$ cat config.mk
export PLATFORM = sky130hd
export DESIGN_NAME = onehot_encoder_pipe
export DESIGN_NICKNAME = d
export VERILOG_FILES = /design/src/rtl/onehot_enc_pkg.sv /design/src/rtl/onehot_enc_core.sv /design/src/rtl/onehot_encoder_pipe.sv
export SDC_FILE = /design/constraint.sdc
export NUM_CORES = 1
export LEC_CHECK = 0
export CORE_ASPECT_RATIO = 1.2
export CORE_MARGIN = 1.5
export CORE_UTILIZATION = 35
export DETAILED_ROUTE_END_ITERATION = 12
export PLACE_DENSITY = 0.66
export SLEW_MARGIN = 15
export SYNTH_ARGS = -nofsm -noshare
export SYNTH_HDL_FRONTEND = slang
export SYNTH_SLANG_ARGS = --single-unit
$ cat constraint.sdc
create_clock -name clk -period 2.3 [get_ports clk]
set_input_delay 0.46 -clock clk [delete_from_list [all_inputs] [get_ports clk]]
set_output_delay 0.46 -clock clk [all_outputs]
set_load 0.05 [all_outputs]
$ cat src/rtl/onehot_enc_pkg.sv
// Shared constants for the one-hot encoder pipeline: mode encodings and default sizing.
package onehot_enc_pkg;

    // Per-word encode mode carried alongside the input vector
    localparam logic MODE_STRICT = 1'b0;   // exactly one bit must be set
    localparam logic MODE_PRIO   = 1'b1;   // highest set bit wins

    // Default sizing for the top level
    localparam int DEF_N     = 16;
    localparam int DEF_CNT_W = 16;

endpackage

$ cat src/rtl/onehot_enc_core.sv
// Combinational encoder: zero detect, single-bit (popcount <= 1) test and
// highest-set-bit search, folded into index / error / zero flags per mode.
module onehot_enc_core
    import onehot_enc_pkg::*;
#(
    parameter  int N = DEF_N,
    localparam int W = $clog2(N)
)
(
    input  logic [N-1:0] i_vec,
    input  logic         i_mode,
    output logic [W-1:0] o_idx,
    output logic         o_err,
    output logic         o_zero
);

    logic         w_any;
    logic         w_single;
    logic [N-1:0] w_vec_m1;
    logic [W-1:0] w_hi;

    // Clearing the lowest set bit leaves zero exactly when at most one bit was set
    assign w_any    = |i_vec;
    assign w_vec_m1 = i_vec - N'(1);
    assign w_single = w_any && ((i_vec & w_vec_m1) == '0);

    // Highest set bit: later (higher) positions overwrite earlier ones
    always_comb begin
        w_hi = '0;
        for (int i = 0; i < N; i++) begin
            if (i_vec[i]) begin
                w_hi = i[W-1:0];
            end
        end
    end

    // Fold the detectors into the result; in strict mode a lone bit is also the highest bit
    always_comb begin
        o_idx  = '0;
        o_err  = 1'b0;
        o_zero = 1'b0;
        if (!w_any) begin
            o_err  = 1'b1;
            o_zero = 1'b1;
        end else if ((i_mode == MODE_STRICT) && !w_single) begin
            o_err  = 1'b1;
        end else begin
            o_idx  = w_hi;
        end
    end

endmodule

$ cat src/rtl/onehot_encoder_pipe.sv
// Two-stage valid/ready one-hot encoder with a saturating count of delivered errored results.
// S1 registers the raw word and its mode; S2 registers the encoded result.
module onehot_encoder_pipe
    import onehot_enc_pkg::*;
#(
    parameter  int N     = DEF_N,
    parameter  int CNT_W = DEF_CNT_W,
    localparam int W     = $clog2(N)
)
(
    input  logic             clk,
    input  logic             rst,
    input  logic             in_valid,
    output logic             in_ready,
    input  logic [N-1:0]     in_vec,
    input  logic             in_mode,
    output logic             out_valid,
    input  logic             out_ready,
    output logic [W-1:0]     out_idx,
    output logic             out_err,
    output logic             out_zero,
    input  logic             err_clr,
    output logic [CNT_W-1:0] err_cnt
);

    logic             r_s1_valid;
    logic [N-1:0]     r_s1_vec;
    logic             r_s1_mode;
    logic             r_s2_valid;
    logic [W-1:0]     r_s2_idx;
    logic             r_s2_err;
    logic             r_s2_zero;
    logic [CNT_W-1:0] r_err_cnt;

    logic             w_in_xfer;
    logic             w_out_xfer;
    logic             w_s2_load;
    logic [W-1:0]     w_enc_idx;
    logic             w_enc_err;
    logic             w_enc_zero;

    // Handshake: S2 frees up when empty or draining; S1 accepts when empty or moving into S2.
    // in_ready never looks at in_valid, so no combinational loop through the producer.
    assign w_out_xfer = r_s2_valid && out_ready;
    assign w_s2_load  = !r_s2_valid || w_out_xfer;
    assign in_ready   = !r_s1_valid || w_s2_load;
    assign w_in_xfer  = in_valid && in_ready;

    onehot_enc_core #(.N(N)) u_core (
        .i_vec  (r_s1_vec),
        .i_mode (r_s1_mode),
        .o_idx  (w_enc_idx),
        .o_err  (w_enc_err),
        .o_zero (w_enc_zero)
    );

    // S1: capture the raw word and its mode; a bubble is loaded when S1 drains with no new input
    always_ff @(posedge clk) begin
        if (rst) begin
            r_s1_valid <= 1'b0;
            r_s1_vec   <= '0;
            r_s1_mode  <= MODE_STRICT;
        end else begin
            if (in_ready) begin
                r_s1_valid <= in_valid;
            end
            if (w_in_xfer) begin
                r_s1_vec  <= in_vec;
                r_s1_mode <= in_mode;
            end
        end
    end

    // S2: register the encoded result; held untouched while the consumer stalls
    always_ff @(posedge clk) begin
        if (rst) begin
            r_s2_valid <= 1'b0;
            r_s2_idx   <= '0;
            r_s2_err   <= 1'b0;
            r_s2_zero  <= 1'b0;
        end else if (w_s2_load) begin
            r_s2_valid <= r_s1_valid;
            if (r_s1_valid) begin
                r_s2_idx  <= w_enc_idx;
                r_s2_err  <= w_enc_err;
                r_s2_zero <= w_enc_zero;
            end
        end
    end

    // Error counter: counts errored results only when actually delivered; clear beats increment
    always_ff @(posedge clk) begin
        if (rst) begin
            r_err_cnt <= '0;
        end else if (err_clr) begin
            r_err_cnt <= '0;
        end else if (w_out_xfer && r_s2_err && (r_err_cnt != {CNT_W{1'b1}})) begin
            r_err_cnt <= r_err_cnt + CNT_W'(1);
        end
    end

    assign out_valid = r_s2_valid;
    assign out_idx   = r_s2_idx;
    assign out_err   = r_s2_err;
    assign out_zero  = r_s2_zero;
    assign err_cnt   = r_err_cnt;

endmodule

* After elaboration in Yosys (flattened, before gate mapping)
Index checks and enable logic that the tools add are counted.
** Word-level totals
- Latch bits :: 0
- Output and inout port bits :: 24
- Input port bits :: 22
- Register bits :: 41
- ROM bits :: 0
- Word-level logic and storage cells :: 48
- RAM bits :: 0
- Memories :: 0
** Cells by class
- Shift operators :: 0
- Multipliers :: 0
- Equality and inequality tests :: 1
- Divide/modulo/power cells :: 0
- Bitwise logic cells :: 2
- Reduce and logical (&&, ||, !) cells :: 15
- Muxes and demuxes :: 20
- $add $sub $neg :: 2
- Order comparisons :: 0
** Operators with widths (count)
- $mux W4 :: 10
- $add A16 B1 Y16 const B :: 1
- $and A16 B16 Y16 :: 1
- $logic_not A16 Y1 :: 1
- $ne A16 B16 Y1 const B :: 1
- $reduce_or A16 Y1 :: 1
- $sub A16 B1 Y16 const B :: 1
- $mux W3 :: 4
- $logic_and A1 B1 Y1 :: 6
- $mux W1 :: 4
- $mux W2 :: 2
- $logic_not A1 Y1 :: 3
- $logic_or A1 B1 Y1 :: 2
- $reduce_and A2 Y1 :: 1
- $reduce_or A2 Y1 :: 1
- $not A1 Y1 :: 1

* Longest topological paths before layout
Gate-level depths: netlist of the first run.
- Word-level depth :: 17
- Depth in mapped cells :: 7

* Modules after synthesis
A second synthesis of the first run with hierarchy kept.
** Unflattened totals
- Cells, all modules :: 262
- Area total of the unflattened synthesis :: 2085.8 um^2
** By module, submodules not included
- onehot_encoder_pipe :: area each 1741.7 um^2, seq. area each 820.8 um^2, instances 1, cells an instance 207
- onehot_enc_core :: area each 344.1 um^2, seq. area each 0.0 um^2, instances 1, cells an instance 55

* Worst setup path after synthesis of the first run
No wires, ideal clock.
- Kind :: register -> register
- Start point :: register r_s2_valid (netlist: out_valid)
- End point :: register r_s1_vec[7]
- Clock period less this slack :: 2.170 ns
- Data arrival time :: 2.037 ns
- Path buffers :: 2
- Data required time :: 2.168 ns
- Cell stages (with the launch flop) :: 8
- Setup slack :: 0.130 ns
- Setup time :: 0.132 ns
- Cell sequence :: dfxtp_1 nor2b_1 nand2_1 and2_1 clkbuf_1 clkbuf_1 nand2_1 a21oi_1
** Between the ends
- Cells in the longest elaborated chain, start to end :: 4
- Elaborated cells between the ends (all ways) :: 5
- Those cells by class :: reduce/logical: 5
** Ends and longest elaborated chain
- from (decl) :: line onehot_encoder_pipe.sv:29 : logic r_s2_valid;
- from (signal assigned) :: line onehot_encoder_pipe.sv:82 : r_s2_valid <= r_s1_valid;
- $logic_not A1 Y1 or $logic_and A1 B1 Y1 (tied branches) :: line onehot_encoder_pipe.sv:45, onehot_encoder_pipe.sv:44
- $logic_or A1 B1 Y1 (*) :: line onehot_encoder_pipe.sv:45 : assign w_s2_load = !r_s2_valid || w_out_xfer;
- $logic_or A1 B1 Y1 (*) :: line onehot_encoder_pipe.sv:46 : assign in_ready = !r_s1_valid || w_s2_load;
- net in_ready :: line onehot_encoder_pipe.sv:14 : output logic in_ready,
- $logic_and A1 B1 Y1 (*) :: line onehot_encoder_pipe.sv:47 : assign w_in_xfer = in_valid && in_ready;
- to (signal assigned) :: line onehot_encoder_pipe.sv:68 : r_s1_vec <= in_vec;
- to (decl) :: line onehot_encoder_pipe.sv:27 : logic [N-1:0] r_s1_vec;
Mark *: on every way through the listed nets, which the timed path passes. The rest lies on a longest branch.
A chain may end at the register's enable or synchronous reset.

* Worst setup path in the final report of the first run
- Start point :: register r_err_cnt[7] (netlist: err_cnt[7])
- End point :: output port err_cnt[7]
** RTL lines
- from (decl) :: line onehot_encoder_pipe.sv:33 : logic [CNT_W-1:0] r_err_cnt;
- from (signal assigned) :: line onehot_encoder_pipe.sv:98 : r_err_cnt <= r_err_cnt + CNT_W'(1);
- to (decl) :: line onehot_encoder_pipe.sv:23 : output logic [CNT_W-1:0] err_cnt
No word-level cell between the ends.

==> impl_metrics.yaml, run 1 <==
die:
  floorplan.initialDensity: 0.369
  num_rows: 29
  die_area_sq_um: 6120
  ios: 46
  die_h_microns: 85.4
  die_w_microns: 71.7
  core-area_sq_um: 5370
detailed_routing:
  avgRoutedWirePerCell_microns: 12.1
  totalWireLength_mm: 4.19
  vias_per_cell: 5.12
  drtIter0Drc: 67
  drcViolationCount: 4
  drtPass1Iterations: 8
  antenna_left: 0
  vias: 1766
final_layout:
  area.growth.synth_to_final_pct: 30.0
  layout.nets: 306
  antenna_cells: 0
  instances_no_fill: 345
  drive_gt1_frac: 0.0919
critical_path:
  critical-path-top-delay-family: "buffers and inverters"
  worstSetupStartpointType: "flop"
  cp-end-kind: "output pin"
  worstRegToRegCells: 7
  r2r_slack_ns: 0.38
  critPathRequiredTime_ns: 1.84
  crit_slowest_cell: "clkdlybuf4s50_1"
  worst_r2r_startpoint: "err_cnt[0]"
  rr_endpoint: "err_cnt[13]"
  worstPathMaxFanout: 7
  worstPathCellList: "clkdlybuf4s50_1"
  path_buf_inv: 1
  crit_arrival_ns: 1.58
  crit_type: "reg2out"
  critPathMaxStageDelay_ns: 0.85
clock_network:
  clkLatencyLatePin_ns: 0.29
  cts_hold_buf: 0
  cts_buffers: 5
  root_buffer: "clkbuf_8"
  clk_pin_slew_worst_paths_ns: 0.08
  cts_tree: "done"
  clockBufferDepth: 2
  cts_max_level: 2
  cts_setup_buffers: 0
  cts.sinks: 41
  ctsResizeCount: 0
placement:
  hpwl_mm: 3.10
  dpl.cell_count: 338
  dp_slack_ns: 0.240
  gp_congestion: 0.805
  portBuffers: 45
grt:
  grt_use_total: 0.148
  antenna_found_initial: 0
  grt_first_pass_wirelength_mm: 7.20
  gr-total-overflow: 0
  grt_pass1_vias: 1624
  grt_max_degree: 25
sta:
  min_period_over_period: 0.888
  clock_skew_ns: 0.00739
  rsz0062_at_grt: "no"
  min_period_ns: 2.04
  slew_viol_final: 0
  finalHoldViolCount: 0
  holdWs_ns: 0.462
  worst_pin_slew_ns: 0.583
  setup_viol: 0
  finalSetupTns_ns: 0
  maxSlewHeadroom: 0.611
  fmax_ghz: 0.490
  layout_setup_ws_ns: 0.258
logic_synthesis:
  yosysWarningCount: 0
  syn_area_sq_um: 1980
  synth_top_area_frac: 0.415
  synth_area_leader_cell: "dfxtp_1"
  synth-edff-count: 0
  synthArstFlopShare: 0
  ys.flop_type: "dfxtp_1"
  avgSynthCellArea_sq_um: 8.28
  syn_nets: 262
  ys_seq_area_frac: 0.415
  ys_ff_latch: 41
  yosys.cell_types.count: 45
  synth_area_leaders: "dfxtp_1 41%, nand2_1 8.2%, a21oi_1 6.3%"
  synthCells: 239
outcome:
  status: "complete, but fails checks"
  violations: "design-rule violations"
run:
  max-cap-violations: 0
power:
  p_per_area_nw_per_um2: 599
  vdd_drop_max_mv: 0.291
  leakagePower_nw: 0.891
worst_hold_path:
  min_path_cells: 2
  hold_path_end: "r_s1_mode"
  hold_path_class: "reg2reg"
  min_from: "r_s1_mode"
power breakdown:
group | switching [W] | internal (W)
registers | 0.0000326 | 0.000734
logic | 0.000115 | 0.000102
clock network | 0.000242 | 0.000315
total | 0.000389 | 0.00115
state kept, by name (all words and copies together) (netlist names):
signal,count
r_s1_vec,16
out_err,1
r_s1_mode,1
out_idx,4
out_valid,1
r_s1_valid,1
err_cnt,16
out_zero,1
worst max path at each step:
stage	start	endpoint	slack, ns	cells past startpoint
global placement	out_ready	err_cnt[9]	0.26	6
detailed placement	out_ready	err_cnt[9]	0.24	6
CTS	err_cnt[7]	err_cnt[7]	0.24	1
global route	err_cnt[7]	err_cnt[7]	0.19	1
floorplan	out_valid	r_s1_vec[7]	0.13	7
finish	err_cnt[7]	err_cnt[7]	0.26	1
routing by layer:
metal / global-route usage / wire [microns] / vias up
met5: 0 / 0 / -
li1: - / - / 930
met1: 0.177 / 1840 / 789
met3: 0.0356 / 200 / 7
met4: 0.0515 / 67 / 0
met2: 0.255 / 2070 / 40
placed cells by master, fill, tap and decap left out, types with 2 or more instances in the layout:
cell	synthesis	layout
nor4_1	2	2
a2111oi_0	4	4
nor4_2	2	2
a21oi_1	25	25
mux2i_1	4	4
a211oi_1	5	5
nand3_1	6	6
or3_1	3	3
buf_4	0	4
xnor2_1	3	3
nor3_1	5	5
clkdlybuf4s50_1	1	44
clkbuf_8	0	5
xor2_1	7	7
and3_2	2	2
dfxtp_1	41	41
nand2_1	43	43
nor2_1	26	26
nand4_1	5	5
o21ai_0	6	6
inv_1	7	7
a32o_1	4	4
nor2_2	2	2
nor2b_1	5	5
a31oi_1	3	3
synth_stat cells (all sizes together), types with 2 or more instances:
cell type	n
and3	2
a32o	4
nor3	5
xnor2	3
o31ai	2
nor2	28
inv	7
a211oi	6
nand2	43
dfxtp	41
buf	2
o21ai	6
mux2i	4
a31oi	3
nand4	6
nor2b	5
clkbuf	8
a21oi	26
nand3	6
xor2	7
a2111oi	5
or3	4
nor4	5
worst register-to-register path: stages, from the launching register on:
cell and delay [ns]:
dfxtp_1 0.43, ha_1 0.22, inv_1 0.08, or3_4 0.41
o31ai_4 0.36, nor2_1 0.10, xnor2_1 0.15, nor2_1 0.05
logic make-up after synthesis:
kind of cell / Yosys count / share of synthesized area
AND/OR/NAND/NOR: 108 / 0.271
AO/OA/AOI/OAI: 57 / 0.202
flip-flops: 41 / 0.415
buffers and inverters: 18 / 0.0424
XOR/XNOR: 10 / 0.0443
multiplexers: 4 / 0.0202
adder cells (fa/ha/maj): 1 / 0.00632
area by class of cell:
type | instances | area [sq um]
repair buffers | 48 | 470
fillers | 551 | 2800
clock buffers | 5 | 68.8
multi-input cells | 180 | 1070
well taps | 62 | 77.6
flip-flops and latches | 41 | 821
inverters | 7 | 26.3
clock inverters | 2 | 35.0
metrics by stage:
stage               area (sq um)   util  power [W]
finish                      2570  0.479    0.00154
floorplan                   1980      -   0.000925
CTS                         2570  0.479    0.00157
global route                2570  0.479    0.00162
global placement            2470  0.460    0.00100
detailed placement          2470  0.460    0.00100
No activity file was read; power rests on OpenSTA's default activity.
==> run 2, diff against run 1 <==
--- a/config.mk
+++ b/config.mk
@@ -5,6 +5,7 @@
 export SDC_FILE = /design/constraint.sdc
 export NUM_CORES = 1
 export LEC_CHECK = 0
+export ABC_AREA = 1
 export CORE_ASPECT_RATIO = 1.2
 export CORE_MARGIN = 1.5
 export CORE_UTILIZATION = 35
==> impl_metrics.yaml, run 2 <==
placement:
  dpl.cell_count: 398
  gp_congestion: 0.897
  hpwl_mm: 3.43
  dp_slack_ns: 0.0936
  portBuffers: 45
logic_synthesis:
  synth_top_area_frac: 0.405
  ys.flop_type: "dfxtp_1"
  synth_area_leaders: "dfxtp_1 41%, nand2_1 12%, a21oi_1 8.4%"
  synth_commonest_cells: "64 x nand2_1, 41 x dfxtp_1, 37 x inv_1"
  yosys.cell_types.count: 29
  synth-edff-count: 0
  yosysWarningCount: 0
  avgSynthCellArea_sq_um: 6.96
  synthArstFlopShare: 0
  synth_most_common_cell: "nand2_1"
  ys_ff_latch: 41
  synth_area_leader_cell: "dfxtp_1"
  syn_area_sq_um: 2020
  syn_nets: 314
  ys_seq_area_frac: 0.405
  synthCells: 291
die:
  ios: 46
  core-area_sq_um: 5630
  die_w_microns: 72.4
  floorplan.initialDensity: 0.360
  die_area_sq_um: 6250
  die_h_microns: 86.3
  num_rows: 30
clock_network:
  cts_max_level: 2
  cts_tree: "done"
  clk_pin_slew_worst_paths_ns: 0.08
  cts_setup_buffers: 0
  ctsResizeCount: 0
  clockBufferDepth: 2
  clkLatencyLatePin_ns: 0.29
  root_buffer: "clkbuf_8"
  cts.sinks: 41
  cts_hold_buf: 0
  cts_buffers: 5
final_layout:
  area.growth.synth_to_final_pct: 31.9
  antenna_cells: 0
  drive_gt1_frac: 0.108
  instances_no_fill: 406
  layout_commonest_cell: "nand2_1"
  layout.nets: 364
  mostFrequentLayoutCells: "64 x nand2_1, 44 x clkdlybuf4s50_1, 41 x dfxtp_1"
grt:
  gr-total-overflow: 0
  grt_pass1_vias: 1793
  antenna_found_initial: 0
  grt_max_degree: 33
  grt_use_total: 0.149
  grt_first_pass_wirelength_mm: 7.45
critical_path:
  r2r_slack_ns: 0.46
  crit_arrival_ns: 1.57
  worstPathMaxFanout: 5
  cp-end-kind: "output pin"
  rr_endpoint: "err_cnt[9]"
  path_buf_inv: 1
  worstRegToRegCells: 11
  worst_r2r_startpoint: "err_cnt[0]"
  critPathLaunch: "err_cnt[11]"
  critPathRequiredTime_ns: 1.84
  worstPathCellList: "clkdlybuf4s50_1"
  worstSetupStartpointType: "flop"
  crit_slowest_cell: "clkdlybuf4s50_1"
  crit_type: "reg2out"
  critical-path-top-delay-family: "buffers and inverters"
  critPathMaxStageDelay_ns: 0.84
detailed_routing:
  totalWireLength_mm: 4.34
  vias: 1969
  drcViolationCount: 0
  avgRoutedWirePerCell_microns: 10.7
  drtPass1Iterations: 4
  drtIter0Drc: 85
  vias_per_cell: 4.85
  antenna_left: 0
sta:
  rsz0062_at_grt: "no"
  min_period_over_period: 0.881
  maxSlewHeadroom: 0.655
  setup_viol: 0
  worst_pin_slew_ns: 0.514
  layout_setup_ws_ns: 0.274
  finalHoldViolCount: 0
  finalSetupTns_ns: 0
  min_period_ns: 2.03
  clock_skew_ns: 0.00489
  slew_viol_final: 0
  fmax_ghz: 0.494
  holdWs_ns: 0.476
power:
  power_w: 0.00151
  vdd_drop_max_mv: 0.276
  leakagePower_nw: 0.992
  p_per_area_nw_per_um2: 567
worst_hold_path:
  hold_path_class: "reg2reg"
  min_path_cells: 2
  hold_path_end: "err_cnt[4]"
  min_from: "err_cnt[4]"
run:
  max-cap-violations: 0
outcome:
  status: "finished clean"
-- run 2: cell types whose count changed after synthesis, sizes merged, moves of 5 or more --
cell,delta
a21oi,+12
nor2b,-5
o21ai,+28
xor2,-5
a2111oi,-5
inv,+33
nand2,+28
nand3,+5
-- run 2: per-layer routing --
layer,GRT usage,vias up,share of wire
li1,-,1048,-
met1,0.163,870,0.44
met2,0.282,44,0.51
met3,0.0302,7,0.040
met4,0.0463,0,0.014
met5,0,-,0
-- run 2: cell families (layout without fill, tap and decap cells) --
family                   after synthesis  after routing  share of synthesized area
AO/OA/AOI/OAI                         78             78                      0.212
XOR/XNOR                               4              4                     0.0173
adder cells (fa/ha/maj)                1              1                    0.00618
buffers and inverters                 45             96                     0.0847
flip-flops                            41             41                      0.405
AND/OR/NAND/NOR                      122            122                      0.274
-- run 2: layout make-up --
cell class | instances | area, sq um
timing repair buffer | 48 | 483
clock inverter | 1 | 5.00
multi-input combinational | 205 | 1030
clock buffer | 7 | 96.3
inverter | 40 | 153
tap | 64 | 80.1
fill | 573 | 2960
sequential | 41 | 821
-- run 2: how the worst max path moves through the flow --
stage,cells past startpoint,end,slack (ns)
floorplan,5,r_s1_mode,0.22
global placement,10,err_cnt[9],0.15
detailed placement,10,err_cnt[9],0.09
CTS,1,err_cnt[7],0.25
global route,1,err_cnt[7],0.21
finish,1,err_cnt[11],0.27
-- run 2: power breakdown --
| part | leakage (nW) | total, W | switching [W] | internal [W] |
|---|---|---|---|---|
| Combinational | 0.602 | 0.000243 | 0.000141 | 0.000102 |
| Clock | 0.0542 | 0.000510 | 0.000238 | 0.000271 |
| Sequential | 0.336 | 0.000761 | 0.0000222 | 0.000739 |
| Total | 0.992 | 0.00151 | 0.000402 | 0.00111 |
-- run 2: through the flow --
stage	utilization	area, sq um
after global placement	0.456	2570
after floorplan	-	2020
final	0.474	2670
after global routing	0.474	2670
after detailed placement	0.456	2570
after CTS	0.474	2670
==> run 3, diff against run 2 <==
--- a/config.mk
+++ b/config.mk
@@ -9,6 +9,7 @@
 export CORE_ASPECT_RATIO = 1.2
 export CORE_MARGIN = 1.5
 export CORE_UTILIZATION = 35
+export CTS_CLUSTER_DIAMETER = 40
 export DETAILED_ROUTE_END_ITERATION = 12
 export PLACE_DENSITY = 0.66
 export SLEW_MARGIN = 15
==> results of run 3 <==
No change in the layout: final DEF, timing and power equal those of run 2.
